==> src/rtl/i2c_slave_axil_bridge.sv <==
// I2C-slave byte stream to AXI-lite master bridge: address bytes, then write data or read-back bytes.
// Optional AXI response timeout enabled by defining I2C_SLAVE_AXIL_BRIDGE_TIMEOUT_EN.
module i2c_slave_axil_bridge #(
  parameter int unsigned DATA_WIDTH = 32,
  parameter int unsigned ADDR_WIDTH = 16,
  parameter int unsigned STRB_WIDTH = DATA_WIDTH / 8,
  parameter int unsigned AUTO_INC   = 1
`ifdef I2C_SLAVE_AXIL_BRIDGE_TIMEOUT_EN
  , parameter int unsigned TIMEOUT  = 1024
`endif
) (
  input  logic                  clk,
  input  logic                  rst,
  input  logic [7:0]            s_axis_rx_tdata,
  input  logic                  s_axis_rx_tvalid,
  output logic                  s_axis_rx_tready,
  input  logic                  s_axis_rx_tlast,
  output logic [7:0]            m_axis_tx_tdata,
  output logic                  m_axis_tx_tvalid,
  input  logic                  m_axis_tx_tready,
  input  logic                  i2c_start,
  input  logic                  i2c_read,
  output logic [ADDR_WIDTH-1:0] m_axil_awaddr,
  output logic [2:0]            m_axil_awprot,
  output logic                  m_axil_awvalid,
  input  logic                  m_axil_awready,
  output logic [DATA_WIDTH-1:0] m_axil_wdata,
  output logic [STRB_WIDTH-1:0] m_axil_wstrb,
  output logic                  m_axil_wvalid,
  input  logic                  m_axil_wready,
  input  logic [1:0]            m_axil_bresp,
  input  logic                  m_axil_bvalid,
  output logic                  m_axil_bready,
  output logic [ADDR_WIDTH-1:0] m_axil_araddr,
  output logic [2:0]            m_axil_arprot,
  output logic                  m_axil_arvalid,
  input  logic                  m_axil_arready,
  input  logic [DATA_WIDTH-1:0] m_axil_rdata,
  input  logic [1:0]            m_axil_rresp,
  input  logic                  m_axil_rvalid,
  output logic                  m_axil_rready,
  output logic                  busy,
  output logic                  error
);

  localparam int unsigned ADDR_BYTES = (ADDR_WIDTH + 7) / 8;
  localparam int unsigned ASH_W      = ADDR_BYTES * 8;
  localparam int unsigned ABC_W      = $clog2(ADDR_BYTES + 1);
  localparam int unsigned LANE_W     = (STRB_WIDTH > 1) ? $clog2(STRB_WIDTH) : 1;
  localparam logic [ADDR_WIDTH-1:0] ALIGN_MASK = ~ADDR_WIDTH'(STRB_WIDTH - 1);

  typedef enum logic [2:0] {
    IDLE, ADDR, WDATA, AXI_AW_W, AXI_B, AXI_AR, AXI_R, TX
  } state_t;

  state_t                 state;
  logic [ADDR_WIDTH-1:0]  addr_ptr;
  logic [ASH_W-1:0]       addr_sh;
  logic [ABC_W-1:0]       abyte_cnt;
  logic [DATA_WIDTH-1:0]  rdata_q;
  logic                   last_seen;
  logic                   pend_start;
  logic                   pend_read;

  logic [ADDR_WIDTH-1:0]  addr_inc_c;
  logic [LANE_W-1:0]      lane_c;
  logic [LANE_W-1:0]      lane_inc_c;
  logic                   lane_top_c;
  logic                   rx_hs_c;
  logic                   tx_hs_c;
  logic                   axi_c;
  logic                   tmo_c;
  logic                   resp_done_c;
  logic                   restart_c;
  logic                   start_rd_c;

  function automatic logic [LANE_W-1:0] lane_of(input logic [ADDR_WIDTH-1:0] a);
    if (STRB_WIDTH > 1) return a[LANE_W-1:0];
    else return '0;
  endfunction

  assign m_axil_awprot = 3'b010;
  assign m_axil_arprot = 3'b010;

  assign addr_inc_c  = (AUTO_INC != 0) ? addr_ptr + ADDR_WIDTH'(1) : addr_ptr;
  assign lane_c      = lane_of(addr_ptr);
  assign lane_inc_c  = lane_of(addr_inc_c);
  assign lane_top_c  = (lane_c == LANE_W'(STRB_WIDTH - 1));
  assign rx_hs_c     = s_axis_rx_tvalid && s_axis_rx_tready;
  assign tx_hs_c     = m_axis_tx_tvalid && m_axis_tx_tready;
  assign axi_c       = (state == AXI_AW_W) || (state == AXI_B) ||
                       (state == AXI_AR) || (state == AXI_R);
  assign resp_done_c = ((state == AXI_B) && m_axil_bvalid) ||
                       ((state == AXI_R) && m_axil_rvalid) || tmo_c;
  // A START in an AXI state waits until the outstanding response has completed.
  assign restart_c   = (!axi_c && i2c_start) || (resp_done_c && (i2c_start || pend_start));
  assign start_rd_c  = i2c_start ? i2c_read : pend_read;

`ifdef I2C_SLAVE_AXIL_BRIDGE_TIMEOUT_EN
  localparam int unsigned TMO_W = $clog2(TIMEOUT + 1);
  logic [TMO_W-1:0] tmo_cnt;
  logic             progress_c;

  assign progress_c = (m_axil_awvalid && m_axil_awready) || (m_axil_wvalid && m_axil_wready) ||
                      (m_axil_bvalid && m_axil_bready) || (m_axil_arvalid && m_axil_arready) ||
                      (m_axil_rvalid && m_axil_rready);
  assign tmo_c = axi_c && !progress_c && (tmo_cnt == TMO_W'(TIMEOUT - 1));

  // Cycles spent in an AXI state since the last channel handshake.
  always_ff @(posedge clk or posedge rst) begin
    if (rst)                     tmo_cnt <= '0;
    else if (!axi_c || progress_c) tmo_cnt <= '0;
    else                         tmo_cnt <= tmo_cnt + TMO_W'(1);
  end
`else
  assign tmo_c = 1'b0;
`endif

  always_ff @(posedge clk or posedge rst) begin
    if (rst) begin
      state            <= IDLE;
      addr_ptr         <= '0;
      addr_sh          <= '0;
      abyte_cnt        <= '0;
      rdata_q          <= '0;
      last_seen        <= 1'b0;
      pend_start       <= 1'b0;
      pend_read        <= 1'b0;
      s_axis_rx_tready <= 1'b0;
      m_axis_tx_tdata  <= '0;
      m_axis_tx_tvalid <= 1'b0;
      m_axil_awaddr    <= '0;
      m_axil_awvalid   <= 1'b0;
      m_axil_wdata     <= '0;
      m_axil_wstrb     <= '0;
      m_axil_wvalid    <= 1'b0;
      m_axil_bready    <= 1'b0;
      m_axil_araddr    <= '0;
      m_axil_arvalid   <= 1'b0;
      m_axil_rready    <= 1'b0;
      busy             <= 1'b0;
      error            <= 1'b0;
    end else begin
      if (i2c_start) error <= 1'b0;
      if (axi_c && i2c_start) begin
        pend_start <= 1'b1;
        pend_read  <= i2c_read;
      end

      case (state)
        IDLE: ;

        ADDR: if (rx_hs_c) begin
          addr_sh <= ASH_W'({addr_sh, s_axis_rx_tdata});
          if (abyte_cnt == ABC_W'(ADDR_BYTES - 1)) begin
            addr_ptr <= ADDR_WIDTH'({addr_sh, s_axis_rx_tdata});
            if (s_axis_rx_tlast) begin
              state            <= IDLE;
              s_axis_rx_tready <= 1'b0;
              busy             <= 1'b0;
            end else begin
              state <= WDATA;
            end
          end else if (s_axis_rx_tlast) begin
            state            <= IDLE;
            s_axis_rx_tready <= 1'b0;
            busy             <= 1'b0;
          end else begin
            abyte_cnt <= abyte_cnt + ABC_W'(1);
          end
        end

        WDATA: if (rx_hs_c) begin
          m_axil_wdata[int'(lane_c)*8 +: 8] <= s_axis_rx_tdata;
          m_axil_wstrb[lane_c]              <= 1'b1;
          addr_ptr                          <= addr_inc_c;
          last_seen                         <= s_axis_rx_tlast;
          if (lane_top_c || s_axis_rx_tlast || (AUTO_INC == 0)) begin
            state            <= AXI_AW_W;
            s_axis_rx_tready <= 1'b0;
            m_axil_awaddr    <= addr_ptr & ALIGN_MASK;
            m_axil_awvalid   <= 1'b1;
            m_axil_wvalid    <= 1'b1;
          end
        end

        AXI_AW_W: begin
          if (m_axil_awready) m_axil_awvalid <= 1'b0;
          if (m_axil_wready)  m_axil_wvalid  <= 1'b0;
          if (tmo_c) begin
            m_axil_awvalid   <= 1'b0;
            m_axil_wvalid    <= 1'b0;
            m_axil_wstrb     <= '0;
            error            <= 1'b1;
            last_seen        <= 1'b0;
            state            <= last_seen ? IDLE : WDATA;
            s_axis_rx_tready <= !last_seen;
            busy             <= !last_seen;
          end else if ((!m_axil_awvalid || m_axil_awready) && (!m_axil_wvalid || m_axil_wready)) begin
            state         <= AXI_B;
            m_axil_bready <= 1'b1;
          end
        end

        AXI_B: if (m_axil_bvalid || tmo_c) begin
          m_axil_bready    <= 1'b0;
          m_axil_wstrb     <= '0;
          if (tmo_c || (m_axil_bresp != 2'b00)) error <= 1'b1;
          last_seen        <= 1'b0;
          state            <= last_seen ? IDLE : WDATA;
          s_axis_rx_tready <= !last_seen;
          busy             <= !last_seen;
        end

        AXI_AR: begin
          if (tmo_c) begin
            m_axil_arvalid   <= 1'b0;
            error            <= 1'b1;
            rdata_q          <= '1;
            state            <= TX;
            m_axis_tx_tvalid <= 1'b1;
            m_axis_tx_tdata  <= 8'hFF;
          end else if (m_axil_arready) begin
            m_axil_arvalid <= 1'b0;
            m_axil_rready  <= 1'b1;
            state          <= AXI_R;
          end
        end

        AXI_R: begin
          if (tmo_c) begin
            m_axil_rready    <= 1'b0;
            error            <= 1'b1;
            rdata_q          <= '1;
            state            <= TX;
            m_axis_tx_tvalid <= 1'b1;
            m_axis_tx_tdata  <= 8'hFF;
          end else if (m_axil_rvalid) begin
            m_axil_rready    <= 1'b0;
            rdata_q          <= m_axil_rdata;
            if (m_axil_rresp != 2'b00) error <= 1'b1;
            state            <= TX;
            m_axis_tx_tvalid <= 1'b1;
            m_axis_tx_tdata  <= m_axil_rdata[int'(lane_c)*8 +: 8];
          end
        end

        TX: if (tx_hs_c) begin
          addr_ptr <= addr_inc_c;
          if (lane_top_c || (AUTO_INC == 0)) begin
            m_axis_tx_tvalid <= 1'b0;
            state            <= AXI_AR;
            m_axil_arvalid   <= 1'b1;
            m_axil_araddr    <= addr_inc_c & ALIGN_MASK;
          end else begin
            m_axis_tx_tdata <= rdata_q[int'(lane_inc_c)*8 +: 8];
          end
        end

        default: begin
          state <= IDLE;
          busy  <= 1'b0;
        end
      endcase

      // New addressed START: drop any partial transfer and re-enter by direction.
      if (restart_c) begin
        pend_start       <= 1'b0;
        last_seen        <= 1'b0;
        abyte_cnt        <= '0;
        m_axil_wstrb     <= '0;
        m_axil_awvalid   <= 1'b0;
        m_axil_wvalid    <= 1'b0;
        m_axis_tx_tvalid <= 1'b0;
        busy             <= 1'b1;
        m_axil_arvalid   <= start_rd_c;
        if (start_rd_c) begin
          state            <= AXI_AR;
          m_axil_araddr    <= addr_ptr & ALIGN_MASK;
          s_axis_rx_tready <= 1'b0;
        end else begin
          state            <= ADDR;
          s_axis_rx_tready <= 1'b1;
        end
      end
    end
  end

endmodule

==> config.mk <==
export PLATFORM = sky130hd
export DESIGN_NAME = i2c_slave_axil_bridge
export DESIGN_NICKNAME = d
export VERILOG_FILES = /design/src/rtl/i2c_slave_axil_bridge.sv
export SDC_FILE = /design/constraint.sdc
export NUM_CORES = 1
export LEC_CHECK = 0
export ABC_CLOCK_PERIOD_IN_PS = 5800
export CORE_ASPECT_RATIO = 0.8
export CORE_UTILIZATION = 50
export DETAILED_ROUTE_END_ITERATION = 10
export GPL_ROUTABILITY_DRIVEN = 0
export PLACE_DENSITY = 0.87
export REMOVE_ABC_BUFFERS = 1
export SLEW_MARGIN = 20
export SYNTH_ARGS = -nofsm -noshare
export SYNTH_HDL_FRONTEND = slang
export SYNTH_SLANG_ARGS = --single-unit
==> constraint.sdc <==
create_clock -name clk -period 5.8 [get_ports clk]
set_input_delay 0.87 -clock clk [delete_from_list [all_inputs] [get_ports clk]]
set_output_delay 0.87 -clock clk [all_outputs]
set_load 0.05 [all_outputs]
==> Word level (Yosys, flattened, before mapping) <==
Index checks and enable logic that the tools add are counted.
{ "totals": {"out_inout_bits": 91, "elab_cells": 208, "reg_bits": 147} }
{ "op_classes": {"order_cmp": 2, "n_mux": 88, "n_eq_ne": 33, "n_reduce_logical": 55, "n_shift": 4, "add_sub_neg": 3, "bitwise": 1} }
{ "op_table": {"columns": ["operator", "n"], "rows": [
  ["16-bit 2-to-1 mux", 9],
  ["32-bit by 6-bit indexed part select with 8-bit output", 2],
  ["16-bit one-hot mux with 3 select lines", 1],
  ["3-bit 2-to-1 mux", 13],
  ["1-bit 2-to-1 mux", 37],
  ["3-bit != test, second input constant", 11],
  ["5-bit negation with 33-bit output", 1],
  ["8-bit by 33-bit variable shift with 32-bit output, first input constant", 1],
  ["8-bit by 33-bit indexed part select with 32-bit output", 1],
  ["32-bit bitwise mux", 1],
  ["4-bit AND reduction", 7],
  ["8-bit 2-to-1 mux", 3],
  ["3-bit one-hot mux with 7 select lines", 1],
  ["2-bit != test, second input constant", 9],
  ["1-bit one-hot mux with 2 select lines", 9],
  ["3-bit nonzero test", 6],
  ["16-bit by 1-bit adder with 16-bit output, second input constant", 1],
  ["8-bit one-hot mux with 2 select lines", 1],
  ["2-bit nonzero test", 8],
  ["2-bit 2-to-1 mux", 7],
  ["3-bit == test, second input constant", 4],
  ["4-bit 2-to-1 mux", 3],
  ["3-bit AND reduction", 4],
  ["11-bit AND reduction", 1],
  ["other kinds (22)", 45]
]} }

==> Depth between registers and ports, before layout <==
Gate-level depths: netlist of the first run.
{ "depth": {"depth_word": 9, "mapped_depth": 8, "ltp_nobuf": 7} }

==> Worst setup path after synthesis of the first run <==
Ideal clock, no wire load.
{ "synth_path": {"path_kind": "register -> register", "startpoint": "register addr_ptr[1]", "endpoint": "register m_axil_wdata[0]", "stages_incl_launch_ff": 8, "slack_ps": 3535, "arrival_time_ps": 2182, "required_ps": 5717, "period_less_slack_ps": 2265, "path_cell_list": "dfrtp_1 > clkbuf_1 > inv_1 > ha_1 > clkbuf_1 > nor3b_1 > nand2_1 > o21ai_0"} }
{ "synth_between": {"elab_chain_cells": 3} }
{ "synth_lines": {"columns": ["element", "line", "rtl"], "rows": [
  ["start: declaration", "57", "logic [ADDR_WIDTH-1:0] addr_ptr;"],
  ["start signal: assignment", "156", "addr_ptr <= ADDR_WIDTH'({addr_sh, s_axis_rx_tdata});"],
  ["start signal: assignment", "176", "addr_ptr <= addr_inc_c;"],
  ["start signal: assignment", "249", "addr_ptr <= addr_inc_c;"],
  ["5-bit negation with 33-bit output *", "174", "m_axil_wdata[int'(lane_c)*8 +: 8] <= s_axis_rx_tdata;"],
  ["8-bit by 33-bit indexed part select with 32-bit output or 8-bit by 33-bit variable shift with 32-bit output (tied branches)", "174", null],
  ["32-bit bitwise mux *", "174", null],
  ["end signal: indexed assignment", "174", null],
  ["end: declaration", "27", "output logic [DATA_WIDTH-1:0] m_axil_wdata,"]
]} }
Mark *: on every way between the ends. The rest lies on a longest branch, timed or not.
A chain may end at the register's enable or synchronous reset.

==> Final worst setup path of the first run <==
{ "layout_path": {"startpoint": "register state[0]", "endpoint": "register m_axil_araddr[12]"} }
{ "layout_between": {"elab_chain_cells": 8} }
{ "layout_lines": {"columns": ["element", "line", "rtl"], "rows": [
  ["start: declaration", "56", "state_t state;"],
  ["start signal: assignment", "196", "state <= last_seen ? IDLE : WDATA;"],
  ["start signal: assignment", "210", "state <= last_seen ? IDLE : WDATA;"],
  ["3-bit by 2-bit == test with 1-bit output or 3-bit == test (tied branches)", "91, 93", null],
  ["1-bit logical OR (2 in a row)", "91", "assign axi_c = (state == AXI_AW_W) || (state == AXI_B) ||"],
  ["1-bit logical OR", "92", "(state == AXI_AR) || (state == AXI_R);"],
  ["1-bit zero test", "96", "assign restart_c = (!axi_c && i2c_start) || (resp_done_c && (i2c_start || pend_start));"],
  ["1-bit logical AND", "96", null],
  ["1-bit logical OR", "96", null],
  ["16-bit 2-to-1 mux *", "267", "if (restart_c) begin"],
  ["end signal: assignment", "254", "m_axil_araddr <= addr_inc_c & ALIGN_MASK;"],
  ["end signal: assignment", "279", "m_axil_araddr <= addr_ptr & ALIGN_MASK;"],
  ["end: declaration", "34", "output logic [ADDR_WIDTH-1:0] m_axil_araddr,"]
]} }
Marks and branches as above.

==> results of run 1 <==
report_power, final:
part | internal [mW] | switching [mW] | leakage, nW
logic | 0.867 | 1.37 | 1.90
clock network | 0.687 | 0.434 | 0.286
registers | 1.40 | 0.364 | 1.91
total | 2.96 | 2.16 | 4.10
how the worst min path moves through the flow:
| stage | from | to | slack, ps | depth (start not counted) |
|---|---|---|---|---|
| floorplan | rdata_q[24] | rdata_q[24] | 440 | 2 |
| global placement | rdata_q[29] | rdata_q[29] | 460 | 2 |
| detailed placement | rdata_q[29] | rdata_q[29] | 460 | 2 |
| CTS | rdata_q[12] | rdata_q[12] | 480 | 2 |
| global route | rdata_q[3] | rdata_q[3] | 490 | 2 |
| finish | rdata_q[12] | rdata_q[12] | 470 | 2 |
kinds of logic after synthesis:
logic type	share of synthesized area [%]
and+or+nand+nor	20.3
adders and majority gates	1.35
buffers and inverters	4.89
other	0.101
muxes	8.94
AOI/OAI and AO/OA	14.6
xor gates and xnor gates	0.236
DFF	49.6
sequential cells by signal (all words and copies together), names as in the netlist, 2 cells and up:
signal	count
m_axil_awaddr	14
addr_sh	8
addr_ptr	16
m_axil_wstrb	4
m_axis_tx_tdata	8
abyte_cnt	2
rdata_q	32
m_axil_wdata	32
m_axil_araddr	16
state	3
critical path, cell delays in order, from the launching register on:
cell and delay, ps:
dfrtp_1 840, nand3_1 780, nor2_4 850, nand2_1 150, o22ai_1 140, o2bb2a_2 230
routing by layer:
layer,share of wire [%],vias to the layer above
li1,-,2921
met1,45,2961
met2,44,292
met3,9.3,34
met4,1.6,0
met5,0,-
cells in the mapped netlist, types with 2 or more instances:
master       n  area (um2)
and3_1       7        43.8
or2_1        2        12.5
o21ai_1      4        20.0
dfrtp_1    147        3680
a41oi_1      3        26.3
o2bb2a_2     4        45.0
mux2i_1     10         100
and4_1       3        26.3
buf_6        3        33.8
nor3b_1      3        22.5
o21ai_0     59         295
inv_1        9        33.8
o21a_1       2        15.0
mux2_2      14         158
nand3_1     17        85.1
a2bb2oi_1    2        17.5
a31oi_1     10        62.6
o22ai_1     10        62.6
nor2b_1      3        18.8
conb_1       2        7.51
o311ai_0     2        17.5
nor2_1      31         116
and3_4       3        33.8
a21oi_1     51         255
mux4_2      16         360
ha_1         8         100
nor3_1       8        40.0
or2_2        2        12.5
buf_4       17         128
nand4_1      5        31.3
nand2b_1     7        43.8
buf_2       20         100
o211ai_1     2        15.0
a22o_1       2        17.5
mux2_1       4        45.0
or3_1        3        18.8
o22a_1       9        78.8
clkbuf_1    17        63.8
a211oi_2     2        25.0
and2_1       3        18.8
nand2_1    230         863
through the flow:
stage | power [mW] | cell area (um2)
final | 5.12 | 9360
after global routing | 5.39 | 9360
after CTS | 5.12 | 9350
after detailed placement | 3.97 | 8750
after global placement | 3.91 | 8750
after floorplan | 3.25 | 7110
area by class of cell:
cell class	count	area (um2)	share of cell area [%]
tap	184	230	2.46
multi-input combinational	574	3410	36.5
clock buffer	19	443	4.73
inverter	9	38.8	0.414
sequential	147	3680	39.3
clock inverter	12	154	1.64
timing repair buffer	141	1400	15.0
==> reports/results.env, run 1 <==
OUTCOME='complete, but fails checks'
VIOLATED_CHECKS='DRC'
GRT_START_MAX_NET_PINS=95
FIRST_GLOBAL_VIAS=5955
GLOBAL_ROUTE.USAGE.MET2_PCT=38.8
DETAIL_ROUTE.FIRST_PASS.ITERATIONS=8
CLK_TRANSITION_REPORTED_PATHS_PS=60
DRIVE_GT1_SHARE_PCT=9.65
FLOORPLAN.INITIALDENSITY_PCT=51.5
CRIT_PATH_START_KIND='flip-flop'
PLACEMENT_ROWS=39
WORST_SLEW_PIN_SLEW_PS=1110
SYNTH.AVG_CELL_AREA_UM2=9.49
FINAL_MIN_PERIOD_OVER_CLOCK_PERIOD_PCT=53.8
CLOCK_SINKS=147
POWER_DENSITY_nW_PER_UM2=547
ROUTED_WIRE_LENGTH_PER_INSTANCE_UM=17.6
FINAL_NETS=954
GRT_FIRST_PASS_WIRELENGTH_UM=31200
SYNTH-EDFF-COUNT=0
YS_DOMINANT_REG_CELL='dfrtp_1'
SYNTH_CELL_TYPE_COUNT=67
CTS_SETUP_BUFFERS=0
CTSRESIZECOUNT=0
FILLER_CELL_COUNT=1100
R2R_SETUP_SLACK_PS=2680
SLEW-LIMIT-HEADROOM_PCT=25.8
FINALWORSTPATHREQUIREDPERIOD_PS=3120
GRTUSAGETOTAL_PCT=26.0
FLIP_FLOP_AND_LATCH_COUNT_AFTER_SYNTHESIS=147
LAYOUT_COMMONEST_CELL='nand2_1'
VIA_PER_INST=5.72
GRT.MET3_USAGE_PCT=5.53
FRACTION_OF_REGISTERS_WITH_ASYNC_SET_RESET_PCT=100
PLACE.DETAILED.HPWL_UM=12700
FIN_CELLS=1086
LAYOUT.CELLS.MOST_COMMON_LIST='nand2_1, dfrtp_1, clkdlybuf4s50_1'
CRITICAL_PATH_CLASS='flip-flop to flip-flop'
CRITPATHCAPTURETYPE='flip-flop'
POWER_LEAKAGE_nW=4.10
ANTENNA_VIOLATING_NETS_POST_ROUTE=0
R2R_START='state[0]'
SYNTH_SEQ_AREA_SHARE_PCT=49.6
AREA_DELTA_SYNTH_FINAL_PCT=26.2
SETUP_REPAIR_AFTER_GLOBAL_ROUTING_MISSED_ITS_MARGIN='no'
VIAS=6208
TOTALNEGATIVESETUPSLACK_PS=0
CP.REQUIRED_PS=6110
INITIALDRTVIOLATIONCOUNT=662
WORST_HOLD_PATH_TYPE='flip-flop to flip-flop'
DIEAREA_UM2=15300
SETUP_SLACK_PS=2680
R2R-END='m_axil_araddr[12]'
TIMING.CRITICAL_PATH.ARRIVAL_PS=3430
REMAINING_DRC_ERRORS=30
FINISH.UTILIZATION_PCT=65.0
NETLIST_AREA_UM2=7420
GRT-OVFL-TOTAL=0
MAX_FREQ_MHz=320
CLOCK-ROOT-BUFFER='clkbuf_16'
IO_PINS=147
SLEW_VIOL_FINAL=0
CORE_AREA_UM2=14400
FINAL.HOLD.WORST_SLACK_PS=475
STARTPOINT='state[0]'
SYNTH_WARNINGS=0
N_ANTENNA_CELL=0
CTS_BUFFER_DEPTH=2
PLACEDCELLCOUNT=1055
CTS-BUFFERS-INSERTED=17
CTS_TREE='done'
DIE_W_UM=138
GLOBAL_ROUTE.USAGE.MET1_PCT=37.7
REG2REGPATHDEPTH=5
SETUP_VIOL=0
PORT_BUFFERS=138
DPL_WORST_SLACK_PS=2440
HOLD_VIOL=0
MAX_CAP_VIOL_COUNT=0
CLOCK_SKEW_PS=8.13
GATE_COUNT_AFTER_TECHNOLOGY_MAPPING=782
CRIT_PATH_MAX_FANOUT=35
SETUP.WORST_PATH.END='m_axil_araddr[12]'
WORST_SKEW_PAIR.LATE_LATENCY_PS=420
POSTROUTEWIRELENGTH_UM=19100
GLOBAL_ROUTE.PEAK_USAGE_LAYER='met2'
HTREEDEPTH=4
HOLDBUFCOUNTCTS=0
DIE_HEIGHT_UM=111
WORST_IR_DROP_VDD_uV=323
ANTENNA_FOUND_INITIAL=0
No activity file was read; power rests on OpenSTA's default activity.
==> inputs of run 2 (changes only) <==
Settings changed: ABC_CLOCK_PERIOD_IN_PS 5800 to 2600, CORE_UTILIZATION 50 to 47, PLACE_DENSITY 0.87 to 0.86.
Clock period 5.8 ns to 2.6 ns, I/O delays scaled along.
==> run 2 against run 1 <==
Net effect:
- the run now ends clean
- critical path depth unchanged
- maximum frequency up 32%
- largest cell class unchanged
- count of clock-buffer cells in the layout up 1
==> reports/results.env, run 2 (same netlist as run 1, synthesis figures left out) <==
POWER_LEAKAGE_nW=4.23  # +3.3%
ANTENNA_FOUND_INITIAL=0  # unchanged
WORST_HOLD_PATH_TYPE='input pin to asynchronous set/reset pin'
FINALWORSTPATHREQUIREDPERIOD_PS=2360  # -758 ps
CRIT_PATH_MAX_FANOUT=17  # -51%
DPL_WORST_SLACK_PS=92.1  # -2350 ps
CTS_TREE='done'
CRITPATHCAPTURETYPE='flip-flop'
DIEAREA_UM2=16300  # +6.3%
WORST_SLEW_PIN_SLEW_PS=1070  # -40.5 ps
MAX_FREQ_MHz=423  # +32%
POWER_DENSITY_nW_PER_UM2=1210  # +120%
GRT-OVFL-TOTAL=0  # unchanged
SLEW_VIOL_FINAL=0  # unchanged
CRIT_PATH_START_KIND='flip-flop'
PATH_DELAY_FAMILY='simple AND/OR/NAND/NOR gates'
PLACEMENT_ROWS=40  # +2.6%
VIA_PER_INST=5.65  # -1.2%
CP.BUFFERS_INVERTERS=1  # +1
ROUTED_WIRE_LENGTH_PER_INSTANCE_UM=17.5  # -0.29%
DRIVE_GT1_SHARE_PCT=12.2  # +2.5 points
CRITICAL_PATH.CELL_CHAIN='nand2b_1, nor3b_4, and2_1, buf_4, mux2_2'
LAYOUT.CELLS.MOST_COMMON_LIST='nand2_1, dfrtp_1, clkdlybuf4s50_1'
WORST_SKEW_PAIR.LATE_LATENCY_PS=420  # about the same
TIMING.CRITICAL_PATH.ARRIVAL_PS=2670  # -760 ps
SETUP_VIOL=0  # unchanged
CP_SLOWEST_CELL='dfrtp_1'
LAYOUT_TOP_REGISTERS='m_axil_wdata x32, rdata_q x32'
WORST_IR_DROP_VDD_uV=734  # +130%
ANTENNA_VIOLATING_NETS_POST_ROUTE=0  # unchanged
FIRST_GLOBAL_VIAS=6119  # +2.8%
CTS-BUFFERS-INSERTED=17  # unchanged
SEQ_AREA_UM2=3680  # unchanged
MAX_CAP_VIOL_COUNT=0  # unchanged
FILLER_CELL_COUNT=1237  # +12%
CRITICAL-PATH-MAX-STAGE-DELAY_PS=680  # -170 ps
DIE_W_UM=142  # +3.1%
CLOCK-ROOT-BUFFER='clkbuf_16'
TOTALNEGATIVESETUPSLACK_PS=0  # unchanged
INITIALDRTVIOLATIONCOUNT=667  # +0.76%
SLEW-LIMIT-HEADROOM_PCT=28.0  # +2.2 points
OUTCOME='completed'
DIE_HEIGHT_UM=114  # +3.1%
HOLDBUFCOUNTCTS=0  # unchanged
CRITICAL_PATH_CLASS='flip-flop to flip-flop'
R2R_SETUP_SLACK_PS=240  # -2440 ps
GRTUSAGETOTAL_PCT=25.7  # -0.26 points
CLOCK_SKEW_PS=7.96  # -0.178 ps
VIAS=6431  # +3.6%
GRT_FIRST_PASS_WIRELENGTH_UM=32100  # +2.9%
POSTROUTEWIRELENGTH_UM=20000  # +4.6%
CTSRESIZECOUNT=0  # unchanged
AREA_DELTA_SYNTH_FINAL_PCT=29.6
IO_PINS=147  # unchanged
CLK_TRANSITION_REPORTED_PATHS_PS=60  # about the same
PORT_BUFFERS=138  # unchanged
CORE_AREA_UM2=15200  # +5.7%
N_ANTENNA_CELL=0  # unchanged
SETUP_REPAIR_AFTER_GLOBAL_ROUTING_MISSED_ITS_MARGIN='no'
CLOCK_SINKS=147  # unchanged
HTREEDEPTH=4  # unchanged
FINAL_MIN_PERIOD_OVER_CLOCK_PERIOD_PCT=90.9  # +37 points
HOLD_VIOL=0  # unchanged
FLOORPLAN.INITIALDENSITY_PCT=48.8  # -2.8 points
CTS_SETUP_BUFFERS=0  # unchanged
DETAIL_ROUTE.FIRST_PASS.ITERATIONS=5  # -3
FINAL_NETS=980  # +2.7%
LAYOUT_COMMONEST_CELL='nand2_1'
PLACE.DETAILED.HPWL_UM=13800  # +8.4%
REMAINING_DRC_ERRORS=0  # -100%
CTS_BUFFER_DEPTH=2  # unchanged
CP.REQUIRED_PS=2910  # -3200 ps
SETUP_SLACK_PS=236  # -2440 ps
GRT_START_MAX_NET_PINS=63  # -34%
MULTI_INPUT_COMB_AREA_UM2=3400  # -0.33%
## run 2: cell count changes in the layout (fill, tap and decap cells not counted), moves of 2 or more
cell      delta
buf_4       +24
clkinv_4     +3
inv_6        -3
buf_12       +2
## run 2: final cells by class
class / instances / share of cell area, %
flip-flops and latches: 147 / 38.2
multi-input cells: 574 / 35.4
repair buffers: 167 / 16.9
clock buffers: 20 / 4.75
well taps: 210 / 2.73
clock inverters: 12 / 1.63
inverters: 9 / 0.403
## run 2: final timing paths
check / startpoint / to / cells past startpoint
min in group clk: rdata_q[24] / rdata_q[24] / 2
hold reg to reg: rdata_q[24] / rdata_q[24] / 2
hold / removal: rst / rdata_q[13] / 2
setup reg to reg: state[1] / m_axil_awaddr[8] / 5
max in group asynchronous: rst / m_axil_awvalid / 3
setup / recovery: state[1] / m_axil_awaddr[8] / 5
## run 2: routing by layer
metal	routed length, um	track usage, %	vias up
li1	-	-	2965
met1	8900	35.9	3110
met2	9100	39.4	340
met3	1810	7.11	16
met4	168	7.17	0
met5	0	0	-
## run 2: worst reg2reg max path, delay by kind of cell (launching register included)
family	cells	cell delay, ps
AND/OR/NAND/NOR	3	1020
multiplexers	1	360
buffers and inverters	1	200
flip-flops	1	680
## run 2: through the flow
stage | std cells | util [%] | cell area, um2 | total power [mW] | hold WS (ps)
5_1_grt | 1139 | 63.2 | 9620 | 12.3 | 278
4_1_cts | 1139 | 63.2 | 9620 | 11.7 | 269
2_1_floorplan | 730 | - | 7110 | 7.25 | 440
3_3_place_gp | 1107 | 59.2 | 9000 | 8.90 | 452
6_report | 1139 | 63.2 | 9620 | 11.6 | 274
3_5_place_dp | 1107 | 59.2 | 9000 | 9.08 | 460
## run 2: where the power goes
| part | leakage [nW] | internal [mW] | total (mW) | switching (mW) |
|---|---|---|---|---|
| clock | 0.288 | 1.56 | 2.53 | 0.975 |
| combinational | 2.03 | 2.06 | 5.24 | 3.18 |
| sequential | 1.91 | 3.13 | 3.87 | 0.738 |
